[config.mk]
export PLATFORM = sky130hd
export DESIGN_NAME = mc_ctrl_fsm_flat
export DESIGN_NICKNAME = d
export VERILOG_FILES = /design/src/rtl/mc_ctrl_fsm_pkg.sv /design/src/rtl/mc_ctrl_fsm_if.sv /design/src/rtl/mc_ctrl_fsm_alu_op_dec.sv /design/src/rtl/mc_ctrl_fsm.sv /design/src/flat_wrapper.sv
export SDC_FILE = /design/constraint.sdc
export NUM_CORES = 1
export LEC_CHECK = 0
export ABC_CLOCK_PERIOD_IN_PS = 2900
export BUFFER_PORTS_ARGS = -buffer_cell sky130_fd_sc_hd__buf_2
export CORE_UTILIZATION = 54
export CTS_BUF_LIST = sky130_fd_sc_hd__clkbuf_8 sky130_fd_sc_hd__clkbuf_16
export DETAILED_ROUTE_END_ITERATION = 8
export GPL_TIMING_DRIVEN = 0
export HOLD_SLACK_MARGIN = 0.03
export PLACE_DENSITY = 0.78
export RECOVER_POWER = 50
export SLEW_MARGIN = 20
export SYNTH_ARGS = -nofsm -noshare
export SYNTH_HDL_FRONTEND = slang
export SYNTH_SLANG_ARGS = --single-unit
[constraint.sdc]
create_clock -name clk -period 2.9 [get_ports clk]
set_input_delay 0.435 -clock clk [delete_from_list [all_inputs] [get_ports clk]]
set_output_delay 0.435 -clock clk [all_outputs]
set_load 0.02 [all_outputs]
[src/rtl/mc_ctrl_fsm_pkg.sv]
// Shared types and encodings for the multicycle RV32I control FSM.
package mc_ctrl_fsm_pkg;

  typedef enum logic [3:0] {
    ST_FETCH    = 4'd0,
    ST_DECODE   = 4'd1,
    ST_EXE_R    = 4'd2,
    ST_EXE_I    = 4'd3,
    ST_ALU_WB   = 4'd4,
    ST_MEM_ADDR = 4'd5,
    ST_MEM_RD   = 4'd6,
    ST_MEM_WB   = 4'd7,
    ST_MEM_WR   = 4'd8,
    ST_BRANCH   = 4'd9,
    ST_JAL      = 4'd10,
    ST_ERROR    = 4'd11
  } state_t;

  localparam logic [2:0] ALU_AND = 3'b000;
  localparam logic [2:0] ALU_OR  = 3'b001;
  localparam logic [2:0] ALU_ADD = 3'b010;
  localparam logic [2:0] ALU_XOR = 3'b011;
  localparam logic [2:0] ALU_SUB = 3'b110;
  localparam logic [2:0] ALU_SRL = 3'b101;
  localparam logic [2:0] ALU_SLT = 3'b111;

  localparam logic [6:0] OPC_R      = 7'b0110011;
  localparam logic [6:0] OPC_I      = 7'b0010011;
  localparam logic [6:0] OPC_LOAD   = 7'b0000011;
  localparam logic [6:0] OPC_STORE  = 7'b0100011;
  localparam logic [6:0] OPC_BRANCH = 7'b1100011;
  localparam logic [6:0] OPC_JAL    = 7'b1101111;

  localparam logic [1:0] PC_ALU    = 2'b00;
  localparam logic [1:0] PC_ALUOUT = 2'b01;
  localparam logic [1:0] WB_ALUOUT = 2'b00;
  localparam logic [1:0] WB_MDR    = 2'b01;
  localparam logic [1:0] WB_PC     = 2'b10;
  localparam logic [1:0] SA_PC     = 2'b00;
  localparam logic [1:0] SA_RS1    = 2'b01;
  localparam logic [1:0] SA_OLDPC  = 2'b10;
  localparam logic [1:0] SB_RS2    = 2'b00;
  localparam logic [1:0] SB_IMM    = 2'b01;
  localparam logic [1:0] SB_FOUR   = 2'b10;
  localparam logic [2:0] IMM_I     = 3'b000;
  localparam logic [2:0] IMM_S     = 3'b001;
  localparam logic [2:0] IMM_B     = 3'b010;
  localparam logic [2:0] IMM_J     = 3'b011;

endpackage

[src/rtl/mc_ctrl_fsm_if.sv]
// Controller <-> datapath/memory bundle; master is the control FSM, slave the datapath side.
interface mc_ctrl_fsm_if #(parameter int CNT_W = 32);
  logic [6:0]       i_opcode;
  logic [2:0]       i_funct3;
  logic             i_funct7_5;
  logic             i_zero;
  logic             i_mem_ready;
  logic             o_mem_req;
  logic             o_mem_we;
  logic             o_ir_we;
  logic             o_pc_we;
  logic [1:0]       o_pc_src;
  logic             o_reg_we;
  logic [1:0]       o_wb_sel;
  logic [1:0]       o_alu_src_a;
  logic [1:0]       o_alu_src_b;
  logic [2:0]       o_imm_sel;
  logic [2:0]       o_alu_op;
  logic             o_err;
  logic [CNT_W-1:0] o_instret;

  modport master (
    input  i_opcode, i_funct3, i_funct7_5, i_zero, i_mem_ready,
    output o_mem_req, o_mem_we, o_ir_we, o_pc_we, o_pc_src, o_reg_we, o_wb_sel,
           o_alu_src_a, o_alu_src_b, o_imm_sel, o_alu_op, o_err, o_instret
  );

  modport slave (
    output i_opcode, i_funct3, i_funct7_5, i_zero, i_mem_ready,
    input  o_mem_req, o_mem_we, o_ir_we, o_pc_we, o_pc_src, o_reg_we, o_wb_sel,
           o_alu_src_a, o_alu_src_b, o_imm_sel, o_alu_op, o_err, o_instret
  );
endinterface

[src/rtl/mc_ctrl_fsm_alu_op_dec.sv]
// ALU operation decode for R/I arithmetic instructions; flags encodings this core does not implement.
module mc_ctrl_fsm_alu_op_dec
  import mc_ctrl_fsm_pkg::*;
(
  input  logic       i_is_r,
  input  logic [2:0] i_funct3,
  input  logic       i_funct7_5,
  output logic [2:0] o_alu_op,
  output logic       o_illegal
);

  always_comb begin
    o_alu_op  = ALU_ADD;
    o_illegal = 1'b0;
    case (i_funct3)
      3'b000: o_alu_op = (i_is_r && i_funct7_5) ? ALU_SUB : ALU_ADD;
      3'b100: o_alu_op = ALU_XOR;
      3'b110: o_alu_op = ALU_OR;
      3'b111: o_alu_op = ALU_AND;
      3'b010: o_alu_op = ALU_SLT;
      // sra / I-type funct7_5 on shift are not supported
      3'b101: begin
        o_alu_op  = ALU_SRL;
        o_illegal = i_funct7_5;
      end
      default: o_illegal = 1'b1;
    endcase
  end

endmodule

[src/rtl/mc_ctrl_fsm.sv]
// Multicycle RV32I control FSM: sequences fetch..writeback, drives ALU op and datapath strobes,
// times out stalled memory accesses and counts retired instructions.
module mc_ctrl_fsm
  import mc_ctrl_fsm_pkg::*;
#(
  parameter int MEM_TIMEOUT = 15,
  parameter int CNT_W       = 32
) (
  input  logic           clk,
  input  logic           rst,
  mc_ctrl_fsm_if.master  bus
);

  localparam int WAIT_W = $clog2(MEM_TIMEOUT + 1);

  state_t            r_state;
  state_t            w_next;
  logic [WAIT_W-1:0] r_wait;
  logic [CNT_W-1:0]  r_instret;
  logic              r_err;
  logic              w_in_mem;
  logic              w_enter_mem;
  logic              w_retire;
  logic              w_timeout;
  logic [2:0]        w_dec_op;
  logic              w_dec_illegal;

  mc_ctrl_fsm_alu_op_dec u_alu_op_dec (
    .i_is_r     (r_state == ST_EXE_R),
    .i_funct3   (bus.i_funct3),
    .i_funct7_5 (bus.i_funct7_5),
    .o_alu_op   (w_dec_op),
    .o_illegal  (w_dec_illegal)
  );

  assign w_in_mem  = (r_state inside {ST_FETCH, ST_MEM_RD, ST_MEM_WR});
  assign w_timeout = (r_wait == '0);

  always_comb begin
    w_next = r_state;
    case (r_state)
      ST_FETCH:
        if (bus.i_mem_ready)  w_next = ST_DECODE;
        else if (w_timeout)   w_next = ST_ERROR;
      ST_DECODE:
        case (bus.i_opcode)
          OPC_R:               w_next = ST_EXE_R;
          OPC_I:               w_next = ST_EXE_I;
          OPC_LOAD, OPC_STORE: w_next = ST_MEM_ADDR;
          OPC_BRANCH:          w_next = ST_BRANCH;
          OPC_JAL:             w_next = ST_JAL;
          default:             w_next = ST_ERROR;
        endcase
      ST_EXE_R, ST_EXE_I: w_next = w_dec_illegal ? ST_ERROR : ST_ALU_WB;
      ST_ALU_WB:          w_next = ST_FETCH;
      ST_MEM_ADDR:
        if (bus.i_funct3 != 3'b010)        w_next = ST_ERROR;
        else if (bus.i_opcode == OPC_LOAD) w_next = ST_MEM_RD;
        else                               w_next = ST_MEM_WR;
      ST_MEM_RD:
        if (bus.i_mem_ready)  w_next = ST_MEM_WB;
        else if (w_timeout)   w_next = ST_ERROR;
      ST_MEM_WB:          w_next = ST_FETCH;
      ST_MEM_WR:
        if (bus.i_mem_ready)  w_next = ST_FETCH;
        else if (w_timeout)   w_next = ST_ERROR;
      ST_BRANCH:          w_next = (bus.i_funct3[2:1] == 2'b00) ? ST_FETCH : ST_ERROR;
      ST_JAL:             w_next = ST_FETCH;
      default:            w_next = ST_ERROR;
    endcase
  end

  // Only the retiring states ever move into FETCH, so any such move retires one instruction.
  assign w_retire    = (w_next == ST_FETCH) && (r_state != ST_FETCH);
  assign w_enter_mem = (w_next inside {ST_FETCH, ST_MEM_RD, ST_MEM_WR}) && (w_next != r_state);

  always_ff @(posedge clk or posedge rst) begin
    if (rst) begin
      r_state   <= ST_FETCH;
      r_wait    <= WAIT_W'(MEM_TIMEOUT);
      r_instret <= '0;
      r_err     <= 1'b0;
    end else begin
      r_state <= w_next;
      if (w_enter_mem)
        r_wait <= WAIT_W'(MEM_TIMEOUT);
      else if (w_in_mem && !bus.i_mem_ready && !w_timeout)
        r_wait <= r_wait - 1'b1;
      if (w_retire)
        r_instret <= r_instret + CNT_W'(1);
      if (w_next == ST_ERROR)
        r_err <= 1'b1;
    end
  end

  assign bus.o_err     = r_err;
  assign bus.o_instret = r_instret;

  // Strobes are forced idle while rst is high so memory sees the request drop at once.
  always_comb begin
    bus.o_mem_req   = 1'b0;
    bus.o_mem_we    = 1'b0;
    bus.o_ir_we     = 1'b0;
    bus.o_pc_we     = 1'b0;
    bus.o_pc_src    = PC_ALU;
    bus.o_reg_we    = 1'b0;
    bus.o_wb_sel    = WB_ALUOUT;
    bus.o_alu_src_a = SA_PC;
    bus.o_alu_src_b = SB_RS2;
    bus.o_imm_sel   = IMM_I;
    bus.o_alu_op    = ALU_ADD;
    if (!rst) begin
      case (r_state)
        ST_FETCH: begin
          bus.o_mem_req   = 1'b1;
          bus.o_alu_src_b = SB_FOUR;
          bus.o_ir_we     = bus.i_mem_ready;
          bus.o_pc_we     = bus.i_mem_ready;
        end
        ST_DECODE: begin
          bus.o_alu_src_a = SA_OLDPC;
          bus.o_alu_src_b = SB_IMM;
          if (bus.i_opcode == OPC_BRANCH)   bus.o_imm_sel = IMM_B;
          else if (bus.i_opcode == OPC_JAL) bus.o_imm_sel = IMM_J;
        end
        ST_EXE_R: begin
          bus.o_alu_src_a = SA_RS1;
          bus.o_alu_op    = w_dec_op;
        end
        ST_EXE_I: begin
          bus.o_alu_src_a = SA_RS1;
          bus.o_alu_src_b = SB_IMM;
          bus.o_alu_op    = w_dec_op;
        end
        ST_ALU_WB: bus.o_reg_we = 1'b1;
        ST_MEM_ADDR: begin
          bus.o_alu_src_a = SA_RS1;
          bus.o_alu_src_b = SB_IMM;
          bus.o_imm_sel   = (bus.i_opcode == OPC_STORE) ? IMM_S : IMM_I;
        end
        ST_MEM_RD: bus.o_mem_req = 1'b1;
        ST_MEM_WB: begin
          bus.o_reg_we = 1'b1;
          bus.o_wb_sel = WB_MDR;
        end
        ST_MEM_WR: begin
          bus.o_mem_req = 1'b1;
          bus.o_mem_we  = 1'b1;
        end
        ST_BRANCH: begin
          bus.o_alu_src_a = SA_RS1;
          bus.o_alu_op    = ALU_SUB;
          bus.o_pc_src    = PC_ALUOUT;
          if (bus.i_funct3 == 3'b000)      bus.o_pc_we = bus.i_zero;
          else if (bus.i_funct3 == 3'b001) bus.o_pc_we = ~bus.i_zero;
        end
        ST_JAL: begin
          bus.o_reg_we = 1'b1;
          bus.o_wb_sel = WB_PC;
          bus.o_pc_we  = 1'b1;
          bus.o_pc_src = PC_ALUOUT;
        end
        default: ;
      endcase
    end
  end

endmodule

[src/flat_wrapper.sv]
// flat-port wrapper written by rule: the top's interface ports become plain ports
module mc_ctrl_fsm_flat import mc_ctrl_fsm_pkg::*;
#(
  parameter int MEM_TIMEOUT = 15,
  parameter int CNT_W       = 32
)
  (clk, rst, bus_i_opcode, bus_i_funct3, bus_i_funct7_5, bus_i_zero, bus_i_mem_ready, bus_o_mem_req, bus_o_mem_we, bus_o_ir_we, bus_o_pc_we, bus_o_pc_src, bus_o_reg_we, bus_o_wb_sel, bus_o_alu_src_a, bus_o_alu_src_b, bus_o_imm_sel, bus_o_alu_op, bus_o_err, bus_o_instret);
  mc_ctrl_fsm_if #(.CNT_W(CNT_W)) bus_i ();
  input  logic clk;
  input  logic rst;
  input wire logic [$bits(bus_i.i_opcode)-1:0] bus_i_opcode;
  input wire logic [$bits(bus_i.i_funct3)-1:0] bus_i_funct3;
  input wire logic [$bits(bus_i.i_funct7_5)-1:0] bus_i_funct7_5;
  input wire logic [$bits(bus_i.i_zero)-1:0] bus_i_zero;
  input wire logic [$bits(bus_i.i_mem_ready)-1:0] bus_i_mem_ready;
  output wire logic [$bits(bus_i.o_mem_req)-1:0] bus_o_mem_req;
  output wire logic [$bits(bus_i.o_mem_we)-1:0] bus_o_mem_we;
  output wire logic [$bits(bus_i.o_ir_we)-1:0] bus_o_ir_we;
  output wire logic [$bits(bus_i.o_pc_we)-1:0] bus_o_pc_we;
  output wire logic [$bits(bus_i.o_pc_src)-1:0] bus_o_pc_src;
  output wire logic [$bits(bus_i.o_reg_we)-1:0] bus_o_reg_we;
  output wire logic [$bits(bus_i.o_wb_sel)-1:0] bus_o_wb_sel;
  output wire logic [$bits(bus_i.o_alu_src_a)-1:0] bus_o_alu_src_a;
  output wire logic [$bits(bus_i.o_alu_src_b)-1:0] bus_o_alu_src_b;
  output wire logic [$bits(bus_i.o_imm_sel)-1:0] bus_o_imm_sel;
  output wire logic [$bits(bus_i.o_alu_op)-1:0] bus_o_alu_op;
  output wire logic [$bits(bus_i.o_err)-1:0] bus_o_err;
  output wire logic [$bits(bus_i.o_instret)-1:0] bus_o_instret;
  assign bus_i.i_opcode = bus_i_opcode;
  assign bus_i.i_funct3 = bus_i_funct3;
  assign bus_i.i_funct7_5 = bus_i_funct7_5;
  assign bus_i.i_zero = bus_i_zero;
  assign bus_i.i_mem_ready = bus_i_mem_ready;
  assign bus_o_mem_req = bus_i.o_mem_req;
  assign bus_o_mem_we = bus_i.o_mem_we;
  assign bus_o_ir_we = bus_i.o_ir_we;
  assign bus_o_pc_we = bus_i.o_pc_we;
  assign bus_o_pc_src = bus_i.o_pc_src;
  assign bus_o_reg_we = bus_i.o_reg_we;
  assign bus_o_wb_sel = bus_i.o_wb_sel;
  assign bus_o_alu_src_a = bus_i.o_alu_src_a;
  assign bus_o_alu_src_b = bus_i.o_alu_src_b;
  assign bus_o_imm_sel = bus_i.o_imm_sel;
  assign bus_o_alu_op = bus_i.o_alu_op;
  assign bus_o_err = bus_i.o_err;
  assign bus_o_instret = bus_i.o_instret;
  mc_ctrl_fsm #(.MEM_TIMEOUT(MEM_TIMEOUT), .CNT_W(CNT_W)) u_core (.clk(clk), .rst(rst), .bus(bus_i));
endmodule
==> Word level (Yosys, flattened, before mapping) <==
Index checks and enable logic that the tools add are counted.
{ "word_totals": {"regBits": 41, "latchBits": 0, "ram_bits": 0, "mem_bits_ro": 0, "out_inout_bits": 52, "wordCells": 100, "memories": 0} }
{ "op_classes": {"add_sub_neg": 2, "mul": 0, "n_div": 0, "magnitude_cmp": 0, "n_eq_ne": 27, "shift": 0, "n_mux": 42, "bitwise_logic": 1, "reduce_logical": 24} }
{ "ops": {"columns": ["op", "count"], "rows": [
  ["$mux 4", 10],
  ["$add 32x1->32 const B", 1],
  ["$pmux 4 s8", 1],
  ["$eq 4x3->1 const B", 5],
  ["$eq 4x4->1 const B", 5],
  ["$pmux 4 s5", 1],
  ["$pmux 3 s6", 1],
  ["$eq 7x6->1 const B", 2],
  ["$eq 7x7->1 const B", 2],
  ["$mux 1", 13],
  ["$eq 3x3->1 const B", 4],
  ["$logic_not 4->1", 3],
  ["$mux 3", 4],
  ["$pmux 2 s2", 3],
  ["$pmux 3 s2", 2],
  ["$mux 2", 5],
  ["$reduce_or 3->1", 3],
  ["$eq 4x2->1 const B", 2],
  ["$eq 7x2->1 const B", 1],
  ["$eq 7x5->1 const B", 1],
  ["$reduce_bool 3->1", 2],
  ["$reduce_or 2->1", 3],
  ["$logic_and 1x1->1", 5],
  ["$reduce_or 5->1", 1],
  ["15 further kinds", 16]
]} }

==> Logic depth before layout (Yosys ltp) <==
Gate-level depths: netlist (run 1).
{ "logic_depth": {"word_depth": 9, "mapped_depth": 11, "depth_no_buf": 10} }

==> Hierarchy <==
A second synthesis (run 1) with hierarchy kept.
{ "unflattened": {"hier_cells": 290, "area_unflattened_um2": 2658.8} }
{ "by_module_without_submodules": {"columns": ["mod", "n_inst", "cells_each", "area_each_um2", "seq_area_each_um2"], "rows": [
  ["mc_ctrl_fsm", 1, 282, 2606.2, 1031.0],
  ["mc_ctrl_fsm_alu_op_dec", 1, 8, 52.6, 0.0]
]} }

==> Worst setup path after synthesis (run 1) <==
OpenSTA, ideal clock, no wires.
{ "synth_path": {"kind": "flip-flop to flip-flop", "from": "register u_core.r_wait[0]", "to": "register u_core.r_instret[5] (netlist: u_core.bus.o_instret[5])", "setup_time_ps": 132, "arrival_ps": 2302, "required_ps": 2768, "setup_slack_ps": 466, "stages_incl_launch_ff": 12, "n_path_buf": 2, "period_less_slack_ps": 2434, "path_cell_list": "dfstp_2 > inv_1 > ha_1 > nor3b_4 > nor4b_1 > nor4_2 > o2111a_1 > and3_1 > buf_4 > buf_6 > nand3_2 > xnor2_1"} }
{ "synth_between": {"elab_chain_len": 6, "word_cells_on_any_way": 8} }
{ "synth_lines": {"columns": ["item", "line_no", "rtl"], "rows": [
  ["start, declared", "mc_ctrl_fsm.sv:18", "logic [WAIT_W-1:0] r_wait;"],
  ["start signal, assigned", "mc_ctrl_fsm.sv:80", "r_wait <= WAIT_W'(MEM_TIMEOUT);"],
  ["start signal, assigned", "mc_ctrl_fsm.sv:86", "r_wait <= WAIT_W'(MEM_TIMEOUT);"],
  ["start signal, assigned", "mc_ctrl_fsm.sv:88", "r_wait <= r_wait - 1'b1;"],
  ["$logic_not 4->1 (*)", "mc_ctrl_fsm.sv:37", "assign w_timeout = (r_wait == '0);"],
  ["$mux 4 (*)", "mc_ctrl_fsm.sv:44, mc_ctrl_fsm.sv:62, mc_ctrl_fsm.sv:66", null],
  ["$mux 4 (on tied branches)", "mc_ctrl_fsm.sv:65, mc_ctrl_fsm.sv:43, mc_ctrl_fsm.sv:61", null],
  ["$pmux 4 s8 (*)", "mc_ctrl_fsm.sv:41", "case (r_state)"],
  ["$logic_not 4->1 (*)", "mc_ctrl_fsm.sv:74", "assign w_retire = (w_next == ST_FETCH) && (r_state != ST_FETCH);"],
  ["$logic_and 1x1->1 (*)", "mc_ctrl_fsm.sv:74", null],
  ["end signal, assigned", "mc_ctrl_fsm.sv:90", "r_instret <= r_instret + CNT_W'(1);"],
  ["end, declared", "mc_ctrl_fsm.sv:19", "logic [CNT_W-1:0] r_instret;"]
]} }
Every way passes the cells marked *; elsewhere a longest branch is shown, timed or not.
A chain may end at the register's enable or synchronous reset.

==> Final worst setup path (run 1) <==
{ "layout_path": {"from": "register u_core.r_state[3]", "to": "output port bus_o_pc_we"} }
{ "layout_between": {"elab_chain_len": 3, "word_cells_on_any_way": 5} }
{ "layout_lines": {"columns": ["item", "line_no", "rtl"], "rows": [
  ["start, declared", "mc_ctrl_fsm.sv:16", "state_t r_state;"],
  ["start signal, assigned", "mc_ctrl_fsm.sv:84", "r_state <= w_next;"],
  ["$eq 4x4->1 / $logic_not 4->1 (equally long branches)", "mc_ctrl_fsm.sv:113", "case (r_state)"],
  ["$pmux 1 s3 (*)", "mc_ctrl_fsm.sv:113", null],
  ["$mux 1 (*)", "mc_ctrl_fsm.sv:112", "if (!rst) begin"],
  ["end, declared", "flat_wrapper.sv:19", "output wire logic [$bits(bus_i.o_pc_we)-1:0] bus_o_pc_we;"]
]} }
Marks and branches as above.

==> flow_metrics.py, run 1 <==
metrics = {
    "status": {
        "outcome": "complete, but fails checks",
        "violations": "max-capacitance violations, max-slew violations",
    },
    "cells_and_area": {
        "num_antenna_cells": 0,
        "drive_above_1_share_pct": 24.34,
        "fillers": 421,
        "finalNetCount": 394,
        "stdcell_count": 445,
        "area_growth_pct": 16.16,
        "final_core_util_pct": 67.15,
    },
    "placed_design": {
        "dp_worst_setup_slack_ns": 0.2399,
        "hpwl_um": 4897,
        "place.gp.congestion": 0.8786,
        "numPortBuffers": 61,
        "dp_cells": 437,
    },
    "clock_network": {
        "clkSlewWorstSetupHoldPaths_ns": 0.07,
        "root_buffer": "clkbuf_8",
        "cts_tree": "yes",
        "cts_sinks": 41,
        "cts_buffer_depth": 2,
        "cts_hold_repair.buffers": 0,
        "clk_latency_ns": 0.30,
        "ctsResizeCount": 0,
        "cts.htree.levels": 2,
        "cts_setup_buffers": 0,
        "cts_buffers": 5,
    },
    "sta": {
        "worst_slack_ns": 0.07918,
        "period_share_pct": 97.27,
        "max_freq_mhz": 354.5,
        "worstMarginPinSlew_ns": 1.727,
        "skew_ns": 0.01139,
        "holdWs_ns": 0.1719,
        "maxSlewHeadroom_pct": -15.14,
        "layout_min_cycle_time_ns": 2.821,
        "setup_viol": 0,
        "slew_viol_final": 34,
        "final.setup.tns_ns": 0,
        "final-hold-violation-count": 0,
    },
    "floorplan": {
        "die_x_um": 74.04,
        "ios": 67,
        "core_area_um2": 4848,
        "die_h_um": 74.04,
        "die_area_um2": 5482,
        "start_util_pct": 57.81,
        "fp-row-count": 25,
    },
    "routing": {
        "drt_iter0_markers": 218,
        "routed_wl_um": 6527,
        "vias_per_cell": 5.733,
        "wl_met2_um": 3179,
        "topRoutingLayerUsed": "met4",
        "wl_per_cell_um": 14.67,
        "antenna_left": 0,
        "wl_met1_um": 2892,
        "via_count": 2551,
        "firstDrtPassIters": 4,
        "met3_length_um": 307,
        "drc": 0,
    },
    "yosys": {
        "synthArstFlopShare_pct": 100.0,
        "yosys.area.top_type": "dfrtp_1",
        "synth_area_per_cell_um2": 9.129,
        "yosysSeqAreaShare_pct": 36.79,
        "ys_warn_count": 0,
        "synth_commonest_cells": "dfrtp_1, nand2_1, nor2_1",
        "ys_ff_latch": 41,
        "synth_area_leaders": "dfrtp_1, xnor2_1, xor2_1, dfstp_2, nand2_1",
        "synth-main-ff-cell": "dfrtp_1",
        "synthCells": 307,
        "synth_top_area_share_pct": 33.04,
        "synth_most_common_cell": "dfrtp_1",
        "synth_edf_count": 0,
        "synth_cell_types": 68,
        "syn_area_um2": 2803,
    },
    "critical_path": {
        "crit_top_cell": "buf_2",
        "critPathMaxFanout": 10,
        "r2r_cells": 11,
        "rr_endpoint": "u_core.bus.o_instret[20]",
        "slowest_delay_ns": 0.45,
        "crit_path_cell_trace": "buf_2 > clkbuf_1 > nand4_1 > a2111oi_0 > a21oi_1 > nor3_1 > buf_2",
        "cp_num_buf_inv": 3,
        "r2r_slack_ns": 0.23,
        "critPathTopFamily": "buffers and inverters",
        "reg2reg_from": "u_core.r_wait[0]",
        "arrival_ns": 2.39,
        "worst_path_max_delay_cell": "dfrtp_1",
        "critical_path.startpoint_type": "register",
        "endpoint_kind": "output pin",
        "required_ns": 2.47,
        "critPathKind": "reg -> out",
    },
    "power": {
        "p_per_area_nw_per_um2": 808.2,
        "irDropWorstVdd_mv": 0.5162,
        "p_leak_nw": 1.470,
    },
    "grt": {
        "grt_util_all_layers_pct": 25.83,
        "antenna_found_initial": 0,
        "grt_pass1_vias": 2330,
        "grt_max_degree": 34,
        "grt_overflow": 0,
        "grt_pass1_wl_um": 10900,
    },
    "min_path": {
        "holdCritPathClass": "in -> async",
    },
    "job": {
        "maxCapViolations": 1,
    },
}
how the worst max path moves through the flow:
stage,from,end,slack (ns),cells after the start
floorplan,u_core.r_wait[0],u_core.bus.o_instret[5],0.47,11
global placement,rst,bus_o_alu_src_b[0],0.17,4
detailed placement,u_core.r_wait[0],u_core.bus.o_instret[20],0.24,11
CTS,u_core.r_state[0],bus_o_pc_we,0.15,8
global route,u_core.r_state[3],bus_o_pc_we,-0.005,7
finish,u_core.r_state[3],bus_o_pc_we,0.08,7
per-stage QoR:
step	power, mW	cell area (µm²)
finish	2.631	3256
global route	2.830	3256
CTS	2.630	3301
detailed placement	2.262	3216
global placement	2.239	3196
floorplan	1.904	2806
state kept, by name (all words and copies together), names as in the netlist:
name                  cells
u_core.bus.o_err          1
u_core.r_wait             4
u_core.r_state            4
u_core.bus.o_instret     32
cells in the final DEF, fill, tap and decap left out, types with 3 or more instances in the layout:
cell type and count:
nand3_1 10, nand3_2 8, xnor2_1 22, a2111oi_0 3
xor2_1 15, nor3_1 19, dfrtp_1 37, nand4_1 16
nand2_1 27, buf_4 4, buf_2 42, a21oi_1 7
nor2b_1 3, o21ai_1 4, buf_6 3, and3_1 8
dfstp_2 4, inv_1 13, nor2_1 26, clkbuf_8 5
nor3_2 6, nand2b_1 6, clkbuf_1 32
layout make-up:
class,count,area [µm²],area share (%)
tap,67,83.83,2.575
timing repair buffer,62,277.8,8.532
buffer,19,116.4,3.574
clock buffer,5,68.82,2.114
clock inverter,3,16.27,0.4996
multi-input combinational,236,1617,49.65
inverter,12,45.04,1.384
sequential,41,1031,31.67
kinds of logic after synthesis:
group                      after synthesis  synth area share [%]
and+or+nand+nor                        158                 34.78
adders and majority gates                2                0.8927
buffers and inverters                   31                 5.759
AOI/OAI and AO/OA                       37                 10.09
other                                    1                0.1338
xor gates and xnor gates                37                 11.56
DFF                                     41                 36.79
routing by layer:
metal | vias to the layer above | GRT usage, %
met5 | - | 0
met2 | 82 | 41.31
li1 | 1229 | -
met4 | 0 | 12.39
met3 | 13 | 3.930
met1 | 1227 | 34.43
where the power goes:
group	leakage (nW)	internal, mW	switching, mW
Sequential	0.535	0.656	0.0926
Clock	0.0507	0.165	0.198
Combinational	0.884	0.553	0.967
Total	1.47	1.37	1.26
Note: power is estimated with default switching activity, not from simulation.
==> run 2, diff against run 1 <==
--- a/config.mk
+++ b/config.mk
@@ -6,7 +6,7 @@
 export NUM_CORES = 1
 export LEC_CHECK = 0
 export ABC_CLOCK_PERIOD_IN_PS = 2900
-export BUFFER_PORTS_ARGS = -buffer_cell sky130_fd_sc_hd__buf_2
+export BUFFER_PORTS_ARGS = -buffer_cell sky130_fd_sc_hd__buf_4
 export CORE_UTILIZATION = 54
 export CTS_BUF_LIST = sky130_fd_sc_hd__clkbuf_8 sky130_fd_sc_hd__clkbuf_16
 export DETAILED_ROUTE_END_ITERATION = 8
==> run 2 against run 1 <==
Net effect:
- the flow still finishes with violations (max-capacitance violations, max-slew violations)
- combinational power increased by 5%
- non-clock buffer count unchanged
- flip-flop and latch count unchanged
- first-iteration DRC count decreased by 37%
- clock skew increased by 0.0015 ns
- count of clock-buffer cells in the layout unchanged
- largest cell class unchanged
==> flow_metrics.py, run 2 (synthesis gave the netlist of run 1 again) <==
metrics = {
    "cells_and_area": {
        "num_antenna_cells": 0,
        "multi_input_area_um2": 1623,
        "stdcell_area_um2": 3381,
        "final_common_cell": "buf_4",
        "fillers": 433,
        "finalNetCount": 394,
        "final_cell_mix": "buf_4, dfrtp_1, clkbuf_1",
        "largest_reg_flops": 32,
        "area_growth_pct": 20.62,
        "drive_above_1_share_pct": 25.13,
        "final_core_util_pct": 69.73,
        "seq_area_um2": 1031,
    },
    "routing": {
        "vias_per_cell": 5.685,
        "firstDrtPassIters": 4,
        "drc": 0,
        "antenna_left": 0,
        "drt_iter0_markers": 138,
        "wl_per_cell_um": 15.21,
        "via_count": 2530,
        "routed_wl_um": 6770,
    },
    "power": {
        "p_leak_nw": 1.494,
        "p_per_area_nw_per_um2": 832.2,
        "irDropWorstVdd_mv": 0.5359,
    },
    "critical_path": {
        "reg2reg_from": "u_core.r_wait[0]",
        "critical_path.startpoint_type": "register",
        "critPathMaxFanout": 10,
        "arrival_ns": 2.88,
        "endpoint_kind": "register",
        "critPathLaunch": "u_core.r_wait[0]",
        "critPathKind": "reg -> reg",
        "required_ns": 3.08,
    },
    "clock_network": {
        "root_buffer": "clkbuf_8",
        "cts.htree.levels": 2,
        "cts_tree": "yes",
        "cts_buffers": 5,
        "clkSlewWorstSetupHoldPaths_ns": 0.09,
        "clk_latency_ns": 0.30,
        "cts_buffer_depth": 2,
        "cts_sinks": 41,
        "cts_setup_buffers": 0,
    },
    "floorplan": {
        "die_area_um2": 5482,
        "start_util_pct": 57.81,
        "core_area_um2": 4848,
        "die_h_um": 74.04,
        "ios": 67,
        "fp-row-count": 25,
        "die_x_um": 74.04,
    },
    "grt": {
        "grt_pass1_wl_um": 10860,
        "antenna_found_initial": 0,
        "grt_pass1_vias": 2353,
        "grt_util_all_layers_pct": 25.88,
        "grt_overflow": 0,
        "grt_max_degree": 31,
    },
    "sta": {
        "max_freq_mhz": 369.4,
        "layout_min_cycle_time_ns": 2.707,
        "worstMarginPinSlew_ns": 1.607,
        "final-hold-violation-count": 0,
        "slew_viol_final": 31,
        "holdWs_ns": 0.1854,
        "rsz0062_at_grt": "no",
        "final.setup.tns_ns": 0,
        "setup_viol": 0,
        "period_share_pct": 93.34,
        "maxSlewHeadroom_pct": -7.127,
        "skew_ns": 0.01288,
    },
    "placed_design": {
        "hpwl_um": 5003,
        "numPortBuffers": 61,
        "place.gp.congestion": 0.8629,
        "dpl-instance-area_um2": 3368,
    },
    "status": {
        "violations": "max-capacitance violations, max-slew violations",
        "outcome": "complete, but fails checks",
    },
    "min_path": {
        "holdCritPathClass": "in -> async",
    },
    "job": {
        "maxCapViolations": 1,
    },
}
## run 2: cell type report
type,count,area share (%)
Tap cell,67,2.480
Sequential cell,41,30.50
Clock inverter,3,1.295
Clock buffer,5,2.036
Timing Repair Buffer,62,10.88
Inverter,12,1.332
Multi-Input combinational cell,236,48.00
Buffer,19,3.479
## run 2: critical path: stages (launching register included)
cell      delay [ns]
dfstp_2         0.56
inv_1           0.05
ha_1            0.21
nor3b_4         0.18
nor4b_1         0.16
nor4_2          0.41
o2111a_1        0.29
and3_1          0.18
buf_4           0.15
buf_6           0.17
nand3_2         0.09
xnor2_1         0.14
## run 2: stage by stage
step                      worst slack [ns]  power (mW)  instances
after global routing              0.002347       2.998        445
final                               0.1932       2.814        445
after floorplan                     0.4662       1.904        308
after global placement              0.1652       2.299        436
after CTS                           0.1160       2.803        445
after detailed placement            0.2222       2.322        437
## run 2: path summary, 6_finish.rpt
path	cells past startpoint	slack, ns	to
min reg2reg	1	0.49	u_core.bus.o_instret[31]
max	11	0.19	u_core.bus.o_instret[12]
min in group clk	1	0.49	u_core.bus.o_instret[31]
max in group asynchronous	3	0.84	u_core.bus.o_instret[12]
max reg2reg	11	0.19	u_core.bus.o_instret[12]
min	2	0.19	u_core.bus.o_instret[30]
## run 2: timing repair
item                       CTS  global route
hold buffers                 0             0
resized for setup            0             5
setup endpoints to repair    0             1
## run 2: power by group
part	total [mW]	internal, mW	switching, mW
clock network	0.472	0.258	0.214
logic	1.59	0.604	0.987
registers	0.751	0.655	0.0952
## run 2: routing by layer
layer  global-route usage [%]  up-vias  routed length (µm)
met5                        0        -                   0
met4                    10.04        0                  65
met3                    4.201        8                 323
met2                    41.92       73                3338
met1                    34.90     1212                3042
li1                         -     1237                   -
==> run 3, diff against run 2 <==
--- a/config.mk
+++ b/config.mk
@@ -7,12 +7,13 @@
 export LEC_CHECK = 0
 export ABC_CLOCK_PERIOD_IN_PS = 2900
 export BUFFER_PORTS_ARGS = -buffer_cell sky130_fd_sc_hd__buf_4
+export CORE_ASPECT_RATIO = 0.75
 export CORE_UTILIZATION = 54
 export CTS_BUF_LIST = sky130_fd_sc_hd__clkbuf_8 sky130_fd_sc_hd__clkbuf_16
 export DETAILED_ROUTE_END_ITERATION = 8
 export GPL_TIMING_DRIVEN = 0
 export HOLD_SLACK_MARGIN = 0.03
-export PLACE_DENSITY = 0.78
+export PLACE_DENSITY = 0.8
 export RECOVER_POWER = 50
 export SLEW_MARGIN = 20
 export SYNTH_ARGS = -nofsm -noshare
==> run 3 against run 2 <==
Net effect:
- the flow still finishes with violations (max-capacitance violations, max-slew violations)
- final cell count decreased by 1.6%
- sequential power about the same
- final area decreased by 0.33%
- via count increased by 1.8%
- maximum frequency decreased by 1.1%
- non-clock buffer count unchanged
- clock skew decreased by 0.0073 ns
- global-route usage increased by 0.14 points
- combinational power about the same
- critical path depth unchanged
- setup slack got worse by 0.029 ns
==> flow_metrics.py, run 3 (synthesis gave the netlist of run 1 again) <==
metrics = {
    "status": {
        "outcome": "complete, but fails checks",
        "violations": "max-capacitance violations, max-slew violations",
    },
    "floorplan": {
        "die_area_um2": 5485,
        "core_area_um2": 4955,
        "start_util_pct": 56.57,
        "fp-row-count": 22,
        "die_h_um": 64.39,
        "die_x_um": 85.19,
        "ios": 67,
    },
    "clock_network": {
        "cts_buffers": 5,
        "clk_latency_ns": 0.29,
        "root_buffer": "clkbuf_8",
        "clkSlewWorstSetupHoldPaths_ns": 0.08,
        "ctsResizeCount": 0,
        "cts_sinks": 41,
        "cts_setup_buffers": 0,
        "cts_tree": "yes",
        "cts.htree.levels": 2,
        "cts_buffer_depth": 2,
        "cts_hold_repair.buffers": 0,
    },
    "routing": {
        "wl_per_cell_um": 15.71,
        "via_count": 2576,
        "drt_iter0_markers": 176,
        "routed_wl_um": 6883,
        "drc": 0,
        "firstDrtPassIters": 4,
        "vias_per_cell": 5.881,
        "antenna_left": 0,
    },
    "min_path": {
        "holdCritPathClass": "in -> async",
    },
    "power": {
        "p_per_area_nw_per_um2": 841.5,
        "irDropWorstVdd_mv": 0.3482,
        "p_leak_nw": 1.488,
    },
    "sta": {
        "slew_viol_final": 36,
        "rsz0062_at_grt": "no",
        "period_share_pct": 94.35,
        "worst_slack_ns": 0.1638,
        "skew_ns": 0.005578,
        "final-hold-violation-count": 0,
        "worstMarginPinSlew_ns": 1.858,
        "maxSlewHeadroom_pct": -23.85,
        "max_freq_mhz": 365.5,
        "layout_min_cycle_time_ns": 2.736,
        "setup_viol": 0,
        "final.setup.tns_ns": 0,
    },
    "cells_and_area": {
        "stdcell_count": 438,
        "finalNetCount": 394,
        "num_antenna_cells": 0,
        "drive_above_1_share_pct": 24.87,
        "final_common_cell": "buf_4",
        "area_growth_pct": 20.22,
        "final_cell_mix": "buf_4, dfrtp_1, clkbuf_1",
        "largest_reg_flops": 32,
    },
    "critical_path": {
        "critPathMaxFanout": 10,
        "arrival_ns": 2.94,
        "worst_path_max_delay_cell": "a2111oi_2",
        "required_ns": 3.11,
        "critPathTopFamily": "compound AO/OA/AOI/OAI gates",
        "cp_num_buf_inv": 3,
        "critPathKind": "reg -> reg",
        "critical_path.startpoint_type": "register",
        "endpoint_kind": "register",
        "crit_path_cell_trace": "inv_1 > ha_1 > nor3b_4 > a2111oi_2 > a221oi_2 > o2111a_1 > and3_1 > buf_4 > buf_6 > nand2_1 > xnor2_1",
        "slowest_delay_ns": 0.62,
    },
    "grt": {
        "grt_pass1_vias": 2278,
        "antenna_found_initial": 0,
        "grt_max_degree": 36,
        "grt_overflow": 0,
        "grt_pass1_wl_um": 11130,
        "grt_util_all_layers_pct": 26.02,
    },
    "placed_design": {
        "dp_cells": 430,
        "hpwl_um": 5226,
        "place.gp.congestion": 0.9274,
        "dp_worst_setup_slack_ns": 0.2114,
        "numPortBuffers": 61,
    },
    "job": {
        "maxCapViolations": 1,
    },
}
run 3: cell count changes in the layout (fill, tap and decap cells not counted):
cell,before,now
clkbuf_8,5,6
clkinvlp_4,0,1
clkbuf_1,31,32
clkinv_2,1,0
nor2_4,1,0
a2111oi_0,2,3
inv_6,1,0
nor2_2,0,1
a2111oi_1,1,0
buf_4,40,39
run 3: per-stage QoR:
stage	hold slack [ns]	instance area, µm²	util (%)	power (mW)
after floorplan	0.5399	2806	-	1.904
after global placement	0.4607	3339	67.40	2.306
after detailed placement	0.4024	3359	67.80	2.340
after CTS	0.08754	3480	70.23	2.826
after global routing	0.1949	3369	68.01	3.000
final	0.1513	3369	68.01	2.836
run 3: where the power goes:
group | internal (mW) | switching [mW]
clock network | 0.280 | 0.198
registers | 0.656 | 0.0976
logic | 0.600 | 1.00
run 3: worst paths after layout:
kind / depth (start not counted) / slack [ns] / startpoint / end
min: 2 / 0.15 / rst / u_core.bus.o_instret[16]
min reg2reg: 1 / 0.48 / u_core.bus.o_instret[30] / u_core.bus.o_instret[30]
max reg2reg: 11 / 0.16 / u_core.r_wait[0] / u_core.bus.o_instret[2]
max in group asynchronous: 3 / 0.68 / rst / u_core.r_state[3]
max: 11 / 0.16 / u_core.r_wait[0] / u_core.bus.o_instret[2]
min in group clk: 1 / 0.48 / u_core.bus.o_instret[30] / u_core.bus.o_instret[30]
run 3: area by class of cell:
class,instances,area (µm²)
buffer,19,117.6
inverter,12,45.04
tap,60,75.07
multi-input combinational,236,1617
sequential,41,1031
clock inverter,2,37.54
fill,434,1585
clock buffer,6,82.58
timing repair buffer,62,364.1
run 3: metal layers:
| metal | vias to the layer above | GRT usage, % | part of all wire (%) |
|---|---|---|---|
| met5 | - | 0 | 0 |
| met4 | 0 | 6.568 | 0.86 |
| met3 | 7 | 6.331 | 7.9 |
| met2 | 102 | 35.69 | 42 |
| met1 | 1231 | 40.36 | 49 |
| li1 | 1236 | - | - |
